**src/rtl/alu_pkg.sv**
```systemverilog
// Shared types and constants for the ALU result path: function-code encodings
// (in_f[3:1]), the result width and the packed entry stored in the result buffer.
package alu_pkg;

    localparam int RES_W = 32;
    localparam int FN_W  = 4;

    localparam logic [2:0] F_ADD = 3'd0;
    localparam logic [2:0] F_SUB = 3'd1;
    localparam logic [2:0] F_MUL = 3'd2;
    localparam logic [2:0] F_SHR = 3'd3;
    localparam logic [2:0] F_SHL = 3'd4;

    // in_f[0] qualifies the base operation (increment/carry-in variant).
    localparam int F_INC_BIT = 0;

    typedef struct packed {
        logic [RES_W-1:0] r;
        logic [FN_W-1:0]  f;
        logic             zero;
        logic             neg;
        logic             shift;
    } alu_entry_t;

    function automatic logic is_shift_op(input logic [2:0] op);
        return (op == F_SHR) || (op == F_SHL);
    endfunction

endpackage

```
**src/rtl/alu_result_flags.sv**
```systemverilog
// Combinational flag generator: packs an ALU result and its function code into
// a buffer entry with zero / negative / shift status.
module alu_result_flags
    import alu_pkg::*;
(
    input  logic [RES_W-1:0] r,
    input  logic [FN_W-1:0]  f,
    output alu_entry_t       entry
);

    logic [2:0] op;
    logic       unused_arith;

    assign op = f[3:1];

    // Arithmetic codes and the increment qualifier carry no flag of their own.
    assign unused_arith = (op == F_ADD) | (op == F_SUB) | (op == F_MUL) | f[F_INC_BIT];

    always_comb begin
        entry       = '0;
        entry.r     = r;
        entry.f     = f;
        entry.zero  = (r == '0);
        entry.neg   = r[RES_W-1];
        entry.shift = is_shift_op(op);
    end

endmodule

```
**src/rtl/alu_result_buffer.sv**
```systemverilog
// Result FIFO behind the combinational ALU with valid/ready on both sides.
// Optional ALU_RESULT_BYPASS_EN: empty-buffer results are presented to the consumer in the same cycle.
module alu_result_buffer
    import alu_pkg::*;
#(
    parameter  int DEPTH = 4,
    localparam int CW    = $clog2(DEPTH + 1)
) (
    input  logic             clk,
    input  logic             rst_n,
    input  logic             in_valid,
    output logic             in_ready,
    input  logic [RES_W-1:0] in_r,
    input  logic [FN_W-1:0]  in_f,
    output logic             out_valid,
    input  logic             out_ready,
    output logic [RES_W-1:0] out_r,
    output logic [FN_W-1:0]  out_f,
    output logic             out_zero,
    output logic             out_neg,
    output logic             out_shift,
    output logic [CW-1:0]    count,
    output logic             ovf_err
);

    // Handshake: a transfer happens on a rising edge where valid and ready are both high.
    // in_ready depends only on registered occupancy, never on out_ready.
    localparam int            AW       = $clog2(DEPTH);
    localparam logic [CW-1:0] FULL_CNT = CW'(DEPTH);

    alu_entry_t    mem_q [DEPTH];
    alu_entry_t    mem_d [DEPTH];
    logic [AW-1:0] wr_ptr_q, wr_ptr_d;
    logic [AW-1:0] rd_ptr_q, rd_ptr_d;
    logic [CW-1:0] count_q, count_d;
    logic          ovf_q, ovf_d;

    alu_entry_t    in_entry;
    alu_entry_t    head_entry;
    logic          push;
    logic          store;
    logic          pop_mem;
    logic          out_valid_int;
    logic          empty;

    alu_result_flags u_flags (
        .r     (in_r),
        .f     (in_f),
        .entry (in_entry)
    );

    assign empty    = (count_q == '0);
    assign in_ready = (count_q != FULL_CNT);
    assign push     = in_valid & in_ready;

`ifdef ALU_RESULT_BYPASS_EN
    logic bypass_sel;

    // An empty buffer forwards the incoming result; if consumed now it never touches storage.
    assign bypass_sel    = empty & in_valid;
    assign out_valid_int = ~empty | in_valid;
    assign head_entry    = bypass_sel ? in_entry : mem_q[rd_ptr_q];
    assign pop_mem       = ~empty & out_ready;
    assign store         = push & ~(bypass_sel & out_ready);
`else
    assign out_valid_int = ~empty;
    assign head_entry    = mem_q[rd_ptr_q];
    assign pop_mem       = out_valid_int & out_ready;
    assign store         = push;
`endif

    always_comb begin
        mem_d    = mem_q;
        wr_ptr_d = wr_ptr_q;
        rd_ptr_d = rd_ptr_q;
        count_d  = count_q;
        ovf_d    = ovf_q | (in_valid & ~in_ready);

        if (store) begin
            mem_d[wr_ptr_q] = in_entry;
            wr_ptr_d        = wr_ptr_q + AW'(1);
        end

        if (pop_mem) begin
            rd_ptr_d = rd_ptr_q + AW'(1);
        end

        unique case ({store, pop_mem})
            2'b10:   count_d = count_q + CW'(1);
            2'b01:   count_d = count_q - CW'(1);
            default: count_d = count_q;
        endcase
    end

    always_ff @(posedge clk or negedge rst_n) begin
        if (!rst_n) begin
            for (int i = 0; i < DEPTH; i++) begin
                mem_q[i] <= '0;
            end
            wr_ptr_q <= '0;
            rd_ptr_q <= '0;
            count_q  <= '0;
            ovf_q    <= 1'b0;
        end else begin
            mem_q    <= mem_d;
            wr_ptr_q <= wr_ptr_d;
            rd_ptr_q <= rd_ptr_d;
            count_q  <= count_d;
            ovf_q    <= ovf_d;
        end
    end

    assign out_valid = out_valid_int;
    assign out_r     = head_entry.r;
    assign out_f     = head_entry.f;
    assign out_zero  = head_entry.zero;
    assign out_neg   = head_entry.neg;
    assign out_shift = head_entry.shift;
    assign count     = count_q;
    assign ovf_err   = ovf_q;

endmodule

```
**config.mk**
```make
export PLATFORM = sky130hd
export DESIGN_NAME = alu_result_buffer
export DESIGN_NICKNAME = d
export VERILOG_FILES = /design/src/rtl/alu_pkg.sv /design/src/rtl/alu_result_flags.sv /design/src/rtl/alu_result_buffer.sv
export SDC_FILE = /design/constraint.sdc
export NUM_CORES = 1
export LEC_CHECK = 0
export CORE_MARGIN = 10
export CORE_UTILIZATION = 33
export DETAILED_ROUTE_END_ITERATION = 6
export PLACE_DENSITY = 0.59
export SLEW_MARGIN = 10
export SYNTH_ARGS = -nofsm -noshare
export SYNTH_HDL_FRONTEND = slang
export SYNTH_SLANG_ARGS = --single-unit
```
**constraint.sdc**
```tcl
create_clock -name clk -period 2.5 [get_ports clk]
set_input_delay 0.5 -clock clk [delete_from_list [all_inputs] [get_ports clk]]
set_output_delay 0.5 -clock clk [all_outputs]
set_load 0.05 [all_outputs]
```
# ---- Word level (Yosys, flattened, before mapping)
# Index checks and enable logic that the tools add are counted.
dict set report classes {
  addsub 4
  n_lt_le_gt_ge 3
  n_eq_ne 5
  muxes 7
  n_bitwise 8
  reduce_logical 5
}
# cell count
set op_table {}
lappend op_table {{bitwise mux 156 bit} 1}
lappend op_table {{2-to-1 mux 39 bit} 3}
lappend op_table {{binary-select mux 39 bit (select 2 bit)} 1}
lappend op_table {{demux 39 bit (select 2 bit)} 1}
lappend op_table {{zero test 32 bit} 1}
lappend op_table {{>= comparator 3 bit (second input constant)} 2}
lappend op_table {{NOT 2 -> 3 bit} 2}
lappend op_table {{one-hot mux 3 bit (2 select lines)} 1}
lappend op_table {{adder 2 x 1 -> 2 bit (second input constant)} 2}
lappend op_table {{adder 3 x 1 -> 3 bit (second input constant)} 1}
lappend op_table {{bitwise AND 1 bit} 3}
lappend op_table {{equality test 3 x 2 -> 1 bit (second input constant)} 1}
lappend op_table {{equality test 3 bit (second input constant)} 1}
lappend op_table {{zero test 3 bit} 1}
lappend op_table {{less-than comparator 3 x 1 -> 1 bit (second input constant)} 1}
lappend op_table {{!= test 3 bit (second input constant)} 1}
lappend op_table {{subtractor 3 x 1 -> 3 bit (second input constant)} 1}
lappend op_table {{equality test 2 x 1 -> 1 bit (second input constant)} 1}
lappend op_table {{equality test 2 bit (second input constant)} 1}
lappend op_table {{NOT 1 bit} 2}
lappend op_table {{nonzero test 2 bit} 1}
lappend op_table {{logical AND 1 bit} 1}
lappend op_table {{logical OR 1 bit} 1}
lappend op_table {{OR 1 bit} 1}
dict set report totals {
  register_bits 164
  input_bits 40
  output_inout_bits 45
}

# ---- Longest topological paths before layout
# Gate-level depths: netlist of run 1.
dict set report logic_depth {
  word_depth 6
  depth_mapped 9
}

# ---- Modules after synthesis
# A second synthesis of run 1 with hierarchy kept.
dict set report unflattened {
  hier_cells 471
  hier_area_um2 7538.5
}
# module instances cells_per_inst area_each_um2 seq_area_each_um2
set modules_own_cells {}
lappend modules_own_cells {alu_result_buffer 1 419 7171.9 4103.9}
lappend modules_own_cells {alu_result_flags 1 52 366.6 0.0}

# ---- Least setup slack after synthesis of run 1
# OpenSTA, ideal clock, no wires.
dict set report synth_timing {
  path_kind {register -> register}
  start {register count_q[2], in the netlist count[2]}
  end {register count_q[2], in the netlist count[2]}
  arrival_ps 2350
  path_slack_ps 68
  stages_incl_launch_ff 10
  n_path_buf 0
  path_cell_list {dfrtp_1 nor3b_4 inv_4 nand2_1 ha_1 inv_1 fa_1 xor2_1 nor2_1 xor2_1}
}
dict set report synth_via {
  word_cells_on_any_way 11
}
# element line_no
set synth_rtl {}
lappend synth_rtl {{start: declaration} alu_result_buffer.sv:35} ;# logic [CW-1:0] count_q, count_d;
lappend synth_rtl {{start signal: assignment} alu_result_buffer.sv:108} ;# count_q <= count_d;
lappend synth_rtl {{!= test 3 bit (*)} alu_result_buffer.sv:53} ;# assign in_ready = (count_q != FULL_CNT);
lappend synth_rtl {{named net in_ready} alu_result_buffer.sv:12} ;# output logic in_ready,
lappend synth_rtl {{bitwise AND 1 bit (*)} alu_result_buffer.sv:54} ;# assign push = in_valid & in_ready;
lappend synth_rtl {{equality test 2 x 1 -> 1 bit / equality test 2 bit (equally long branches)} alu_result_buffer.sv:88} ;# unique case ({store, pop_mem})
lappend synth_rtl {{one-hot mux 3 bit (2 select lines) / nonzero test 2 bit (equally long branches)} n/a}
# Mark *: on every way through the listed nets, which the timed path passes. The rest lies on a longest branch.
# A chain may end at the register's enable or synchronous reset.

# ---- Final worst setup path of run 1
dict set report layout_timing {
  start {register rd_ptr_q[0]}
  end {output out_zero}
}
dict set report layout_via {
  elab_chain_len 4
}
# element line_no
set layout_rtl {}
lappend layout_rtl {{start: declaration} alu_result_buffer.sv:34} ;# logic [AW-1:0] rd_ptr_q, rd_ptr_d;
lappend layout_rtl {{start signal: assignment} alu_result_buffer.sv:107} ;# rd_ptr_q <= rd_ptr_d;
lappend layout_rtl {{NOT 2 -> 3 bit (implied by the code)} alu_result_buffer.sv:67} ;# assign head_entry = mem_q[rd_ptr_q];
lappend layout_rtl {{binary-select mux 39 bit (select 2 bit)} alu_result_buffer.sv:67}
lappend layout_rtl {{2-to-1 mux 39 bit (implied by the code) (2 in a row)} alu_result_buffer.sv:67}
lappend layout_rtl {{end: declaration} alu_result_buffer.sv:19} ;# output logic out_zero,
# Every way passes these cells. The select of a mux whose other input is x is not followed.

==> results of run 1 <==
## worst paths after layout
check | startpoint | end | slack (ps) | depth (start not counted)
max in group asynchronous | rst_n | rd_ptr_q[1] | 1760 | 2
min reg2reg | ovf_err | ovf_err | 470 | 1
min | rst_n | mem_q[142] | 50 | 1
max | rd_ptr_q[0] | out_zero | 150 | 3
min in group clk | ovf_err | ovf_err | 470 | 1
max reg2reg | count[1] | count[2] | 440 | 9
## logic make-up (layout without fill, tap and decap cells)
| family | after synthesis | in the layout | synth area share |
|---|---|---|---|
| compound gates | 11 | 11 | 0.01097 |
| flops | 160 | 160 | 0.5320 |
| buf+inv | 37 | 149 | 0.04339 |
| mux | 188 | 188 | 0.3759 |
| fa+ha+maj | 6 | 6 | 0.01097 |
| simple gates | 21 | 21 | 0.01978 |
| xor+xnor | 6 | 6 | 0.006984 |
## sequential cells by signal (all words and copies together), names as in the netlist
| register | cells |
|---|---|
| mem_q | 152 |
| count | 3 |
| rd_ptr_q | 2 |
| wr_ptr_q | 2 |
| ovf_err | 1 |
## metal layers
metal  wire length (um)  track usage  up-vias
li1                   -            -     1791
met1               8157       0.1661     2213
met2               8310       0.1997       74
met3                717      0.04009       14
met4                160      0.03176        0
met5                  0            0        -
## cell type report
type / count / area, um2
tap: 285 / 356.6
multi-input combinational: 232 / 3196
clock buffer: 19 / 432.9
clock inverter: 12 / 183.9
fill: 2062 / 13320
timing repair buffer: 107 / 1027
inverter: 11 / 43.79
sequential: 160 / 4009
## metrics by stage
stage               area [um2]  cells  setup slack [ps]  utilization  hold WS (ps)
floorplan                 7526    429             67.85            -         204.4
global placement          8617    793             172.4       0.3818         445.6
detailed placement        8617    793             104.8       0.3818         452.0
CTS                       9246    826             51.50       0.4096         65.12
global route              9249    826             57.97       0.4098         68.82
finish                    9249    826             151.6       0.4098         52.39
## what timing repair did
item                       CTS  global route
cloned                       0             0
setup endpoints to repair   29             2
gates resized for setup      2             1
hold buffers                 0             0
setup buffers                2             0
pin swaps                    0             0
## layout by cell type (no fill, tap or decap), types with 2 or more instances in the layout
master           instances
mux2_4                  76
clkinvlp_4               2
dfrtp_1                158
nand3_2                  4
mux4_2                  38
nand2_1                  3
clkbuf_1                 2
mux2_2                  73
clkinv_4                 2
nor4_1                   8
inv_1                   10
o31ai_1                  8
dlygate4sd2_1            2
buf_4                   53
bufinv_16                4
xnor2_1                  3
clkbuf_16               17
inv_6                    3
clkdlybuf4s50_1         42
nand4_1                  2
buf_12                   9
xor2_1                   3
ha_1                     5
==> results.toml, run 1 <==
[drt]
drt_iter0_drc = 208
drtPass1Iterations = 4
drc = 0
vias = 4092
ant_nets = 0
vias_per_cell = 4.954
totalWireLength_um = 17350
wl_per_cell_um = 21.00

[worst_setup_path]
worstPathArrival_ps = 1850
worstSetupPathType = "reg2out"
cp_max_fo = 19
critPathBufInv = 2
critPathCaptureType = "primary output"
startpoint_type = "flop"
crit_chain = "buf_12 > mux4_2 > buf_4"
crit_family = "multiplexers"
cp.required_ps = 2000
slowest_delay_ps = 550
cpMaxStageDelayCell = "mux4_2"

[logic_synthesis]
synthesis.area_mm2 = 0.007526
synth.avg_cell_area_um2 = 17.54
synth_edf_count = 0
netlist.top_cell.by_area = "dfrtp_1"
synth_area_leaders = "dfrtp_1 (53%), mux2_4 (15%), mux4_2 (11%)"
ys_types = 29
synthFlopType = "dfrtp_1"
yosys_register_bits = 160
synth_top_cell_area_share = 0.5320
yosys-top-cells-count = "dfrtp_1 (160), mux2_4 (76), mux2_2 (73)"
synthArstFlopShare = 1.000
ys_seq_area_frac = 0.5320
ys_warn_count = 0
syn-num-nets = 475
synth_most_common_cell = "dfrtp_1"
synth_cells = 429

[grt]
track_usage = 0.1270
antenna_found_initial = 0
grt_pass1_wl_um = 28450
grt_max_degree = 58
grt_overflow = 0
grt_pass1_vias = 4815

[timing]
setup_tns_ps = 0
finalSetupViolCount = 0
rsz0062_at_grt = "no"
relSlewSlack = 0.6059
finClkSkew_ps = 8.949
tightestPinTransition_ps = 591.1
hold_viol_final = 0
drv_slew = 0
finalCriticalPeriod_ps = 2348
max_freq_ghz = 0.4258
fin_crit_sh = 0.9394

[clock_tree]
cts.clk_slew.worst_paths_ps = 60
clock_path_buffers = 2
tritoncts = "yes"
cts-root-buf = "clkbuf_16"
clk_latency_ps = 420
cts_buffers = 17
clock-sinks = 160
cts_max_level = 4

[floorplanning]
pin_count = 85
initial_core_util = 0.3334
rows = 55
coreArea_mm2 = 0.02257
dieArea_mm2 = 0.02925
die_y_um = 171.0
die_x_um = 171.0

[placement]
portBuffers = 84
dpl.hpwl_um = 11570
gp_congestion = 0.7867

[flow_run]
drv_cap = 0

[final_layout]
n_antenna_cell = 0
area_growth_syn_to_layout_pct = 22.89
layout.nets = 575
layout-drive-gt1-share = 0.5305

[worst_hold_path]
hp-class = "in2async"

[outcome]
status = "finished clean"
Power of run 1 is not shown: default switching activity piles up to over one toggle a cycle in this logic, so the estimate is an artifact.
==> inputs of run 2 (changes only) <==
- ABC_CLOCK_PERIOD_IN_PS: unset -> 2500
- CORE_MARGIN: 10 -> 2
==> results.toml, run 2 (synthesis results as in run 1) <==
[floorplanning]
pin_count = 85
die_y_um = 155.0
dieArea_mm2 = 0.02403
coreArea_mm2 = 0.02250
initial_core_util = 0.3344
rows = 55
die_x_um = 155.0

[grt]
track_usage = 0.1477
grt_pass1_wl_um = 27140
grt_overflow = 0
grt_pass1_vias = 4748
grt_max_degree = 78
antenna_found_initial = 0

[drt]
totalWireLength_um = 16850
wl_per_cell_um = 20.37
ant_nets = 0
vias = 4074
drtPass1Iterations = 4
drc = 0
drt_iter0_drc = 147
vias_per_cell = 4.926

[placement]
dpl.hpwl_um = 10900
place_area_mm2 = 0.008569
gp_congestion = 0.6978
dpl.cell_count = 795
portBuffers = 84
dpl_worst_slack_ps = 95.63

[final_layout]
layout.nets = 576
seqCellArea_mm2 = 0.004006
layout-drive-gt1-share = 0.5295
final_cell_mix = "dfrtp_1 (158), mux2_4 (76), mux2_2 (73), buf_4 (59), clkdlybuf4s50_1 (42)"
n_antenna_cell = 0
final_common_cell = "dfrtp_1"
largest_register = "mem_q"
largest_register_ffs = 152
instances_no_fill = 827
final_area_mm2 = 0.009190
fillers = 2034
area_growth_syn_to_layout_pct = 22.11
multiInputGateArea_mm2 = 0.003196

[clock_tree]
clock_path_buffers = 2
cts-root-buf = "clkbuf_16"
clock-sinks = 160
cts_max_level = 4
clk_latency_ps = 430
cts.clk_slew.worst_paths_ps = 60
tritoncts = "yes"
cts_buffers = 17
cts_hold_buf = 0

[timing]
fin_crit_sh = 0.9504
relSlewSlack = 0.5006
finalSetupViolCount = 0
max_freq_ghz = 0.4209
tightestPinTransition_ps = 749.0
drv_slew = 0
finClkSkew_ps = 9.400
setup_ws_ps = 123.9
setup_tns_ps = 0
hold_viol_final = 0
rsz0062_at_grt = "no"
finalCriticalPeriod_ps = 2376

[worst_setup_path]
worstPathArrival_ps = 1880
r2r_slack_ps = 440
cpMaxStageDelayCell = "mux4_2"
crit_family = "multiplexers"
critPathBufInv = 2
cp_max_fo = 19
cp.required_ps = 2000
worstSetupPathType = "reg2out"
slowest_delay_ps = 560
startpoint_type = "flop"
crit_chain = "buf_12 > mux4_2 > buf_4"
critPathCaptureType = "primary output"

[flow_run]
drv_cap = 0

[worst_hold_path]
hp-class = "in2async"

[outcome]
status = "finished clean"
run 2: cell types whose count changed in the layout (fill, tap and decap cells not counted):
cell / before / now
buf_4: 53 / 59
buf_12: 9 / 4
dfrtp_2: 1 / 2
clkinvlp_4: 2 / 3
inv_6: 3 / 0
dfrtp_4: 1 / 0
clkbuf_1: 2 / 3
clkinv_2: 1 / 2
clkinv_4: 2 / 1
dlymetal6s2s_1: 0 / 1
clkbuf_8: 0 / 1
dlygate4sd2_1: 2 / 1
run 2: metal layers:
metal  track usage  up-vias  wire length, um
met1        0.2015     2201             8059
li1              -     1798                -
met5             0        -                0
met2        0.2377       69             8095
met3       0.03928        6              565
met4       0.03307        0              128
run 2: stage by stage:
step,utilization,hold WS (ps)
after detailed placement,0.3808,479.8
final,0.4084,102.6
after CTS,0.4083,138.8
after floorplan,-,204.4
after global routing,0.4084,156.7
after global placement,0.3808,479.2
run 2: what timing repair did:
item                                    in CTS  in global routing
pin swaps                                    0                  0
resized for setup                            1                  1
endpoints found under the setup margin      18                  1
setup buffers                                1                  0
endpoints found under the hold margin        0                  0
cloned                                       0                  0
run 2: worst register-to-register path: stages, from the launching register on:
cell	delay [ps]
dfrtp_1	470
nor3b_4	270
inv_4	90
nand2_1	120
ha_1	190
inv_1	60
fa_1	380
xor2_1	150
nor2_1	110
xor2_1	150
run 2: area by class of cell:
class / instances / area share
Clock buffer: 21 / 0.04901
Inverter: 11 / 0.004765
Tap cell: 285 / 0.03880
Timing Repair Buffer: 108 / 0.1062
Sequential cell: 160 / 0.4359
Clock inverter: 10 / 0.01756
Multi-Input combinational cell: 232 / 0.3477
run 2: path summary, 6_finish.rpt:
check                             from    endpoint  depth (start not counted)
setup / recovery           rd_ptr_q[0]   out_r[19]                          3
hold / removal                   rst_n  mem_q[142]                          1
setup reg to reg              count[0]    count[2]                          9
hold reg to reg              mem_q[56]   mem_q[56]                          1
max in group asynchronous        rst_n   mem_q[35]                          2
min in group clk             mem_q[56]   mem_q[56]                          1
Power of run 2 is left out for the same reason.
==> inputs of run 3 (changes only) <==
- CAP_MARGIN: unset -> 15
==> results of run 3 <==
Same layout as run 2: the final DEF is identical, and so are final timing and power.
Power of run 3 is left out for the same reason.
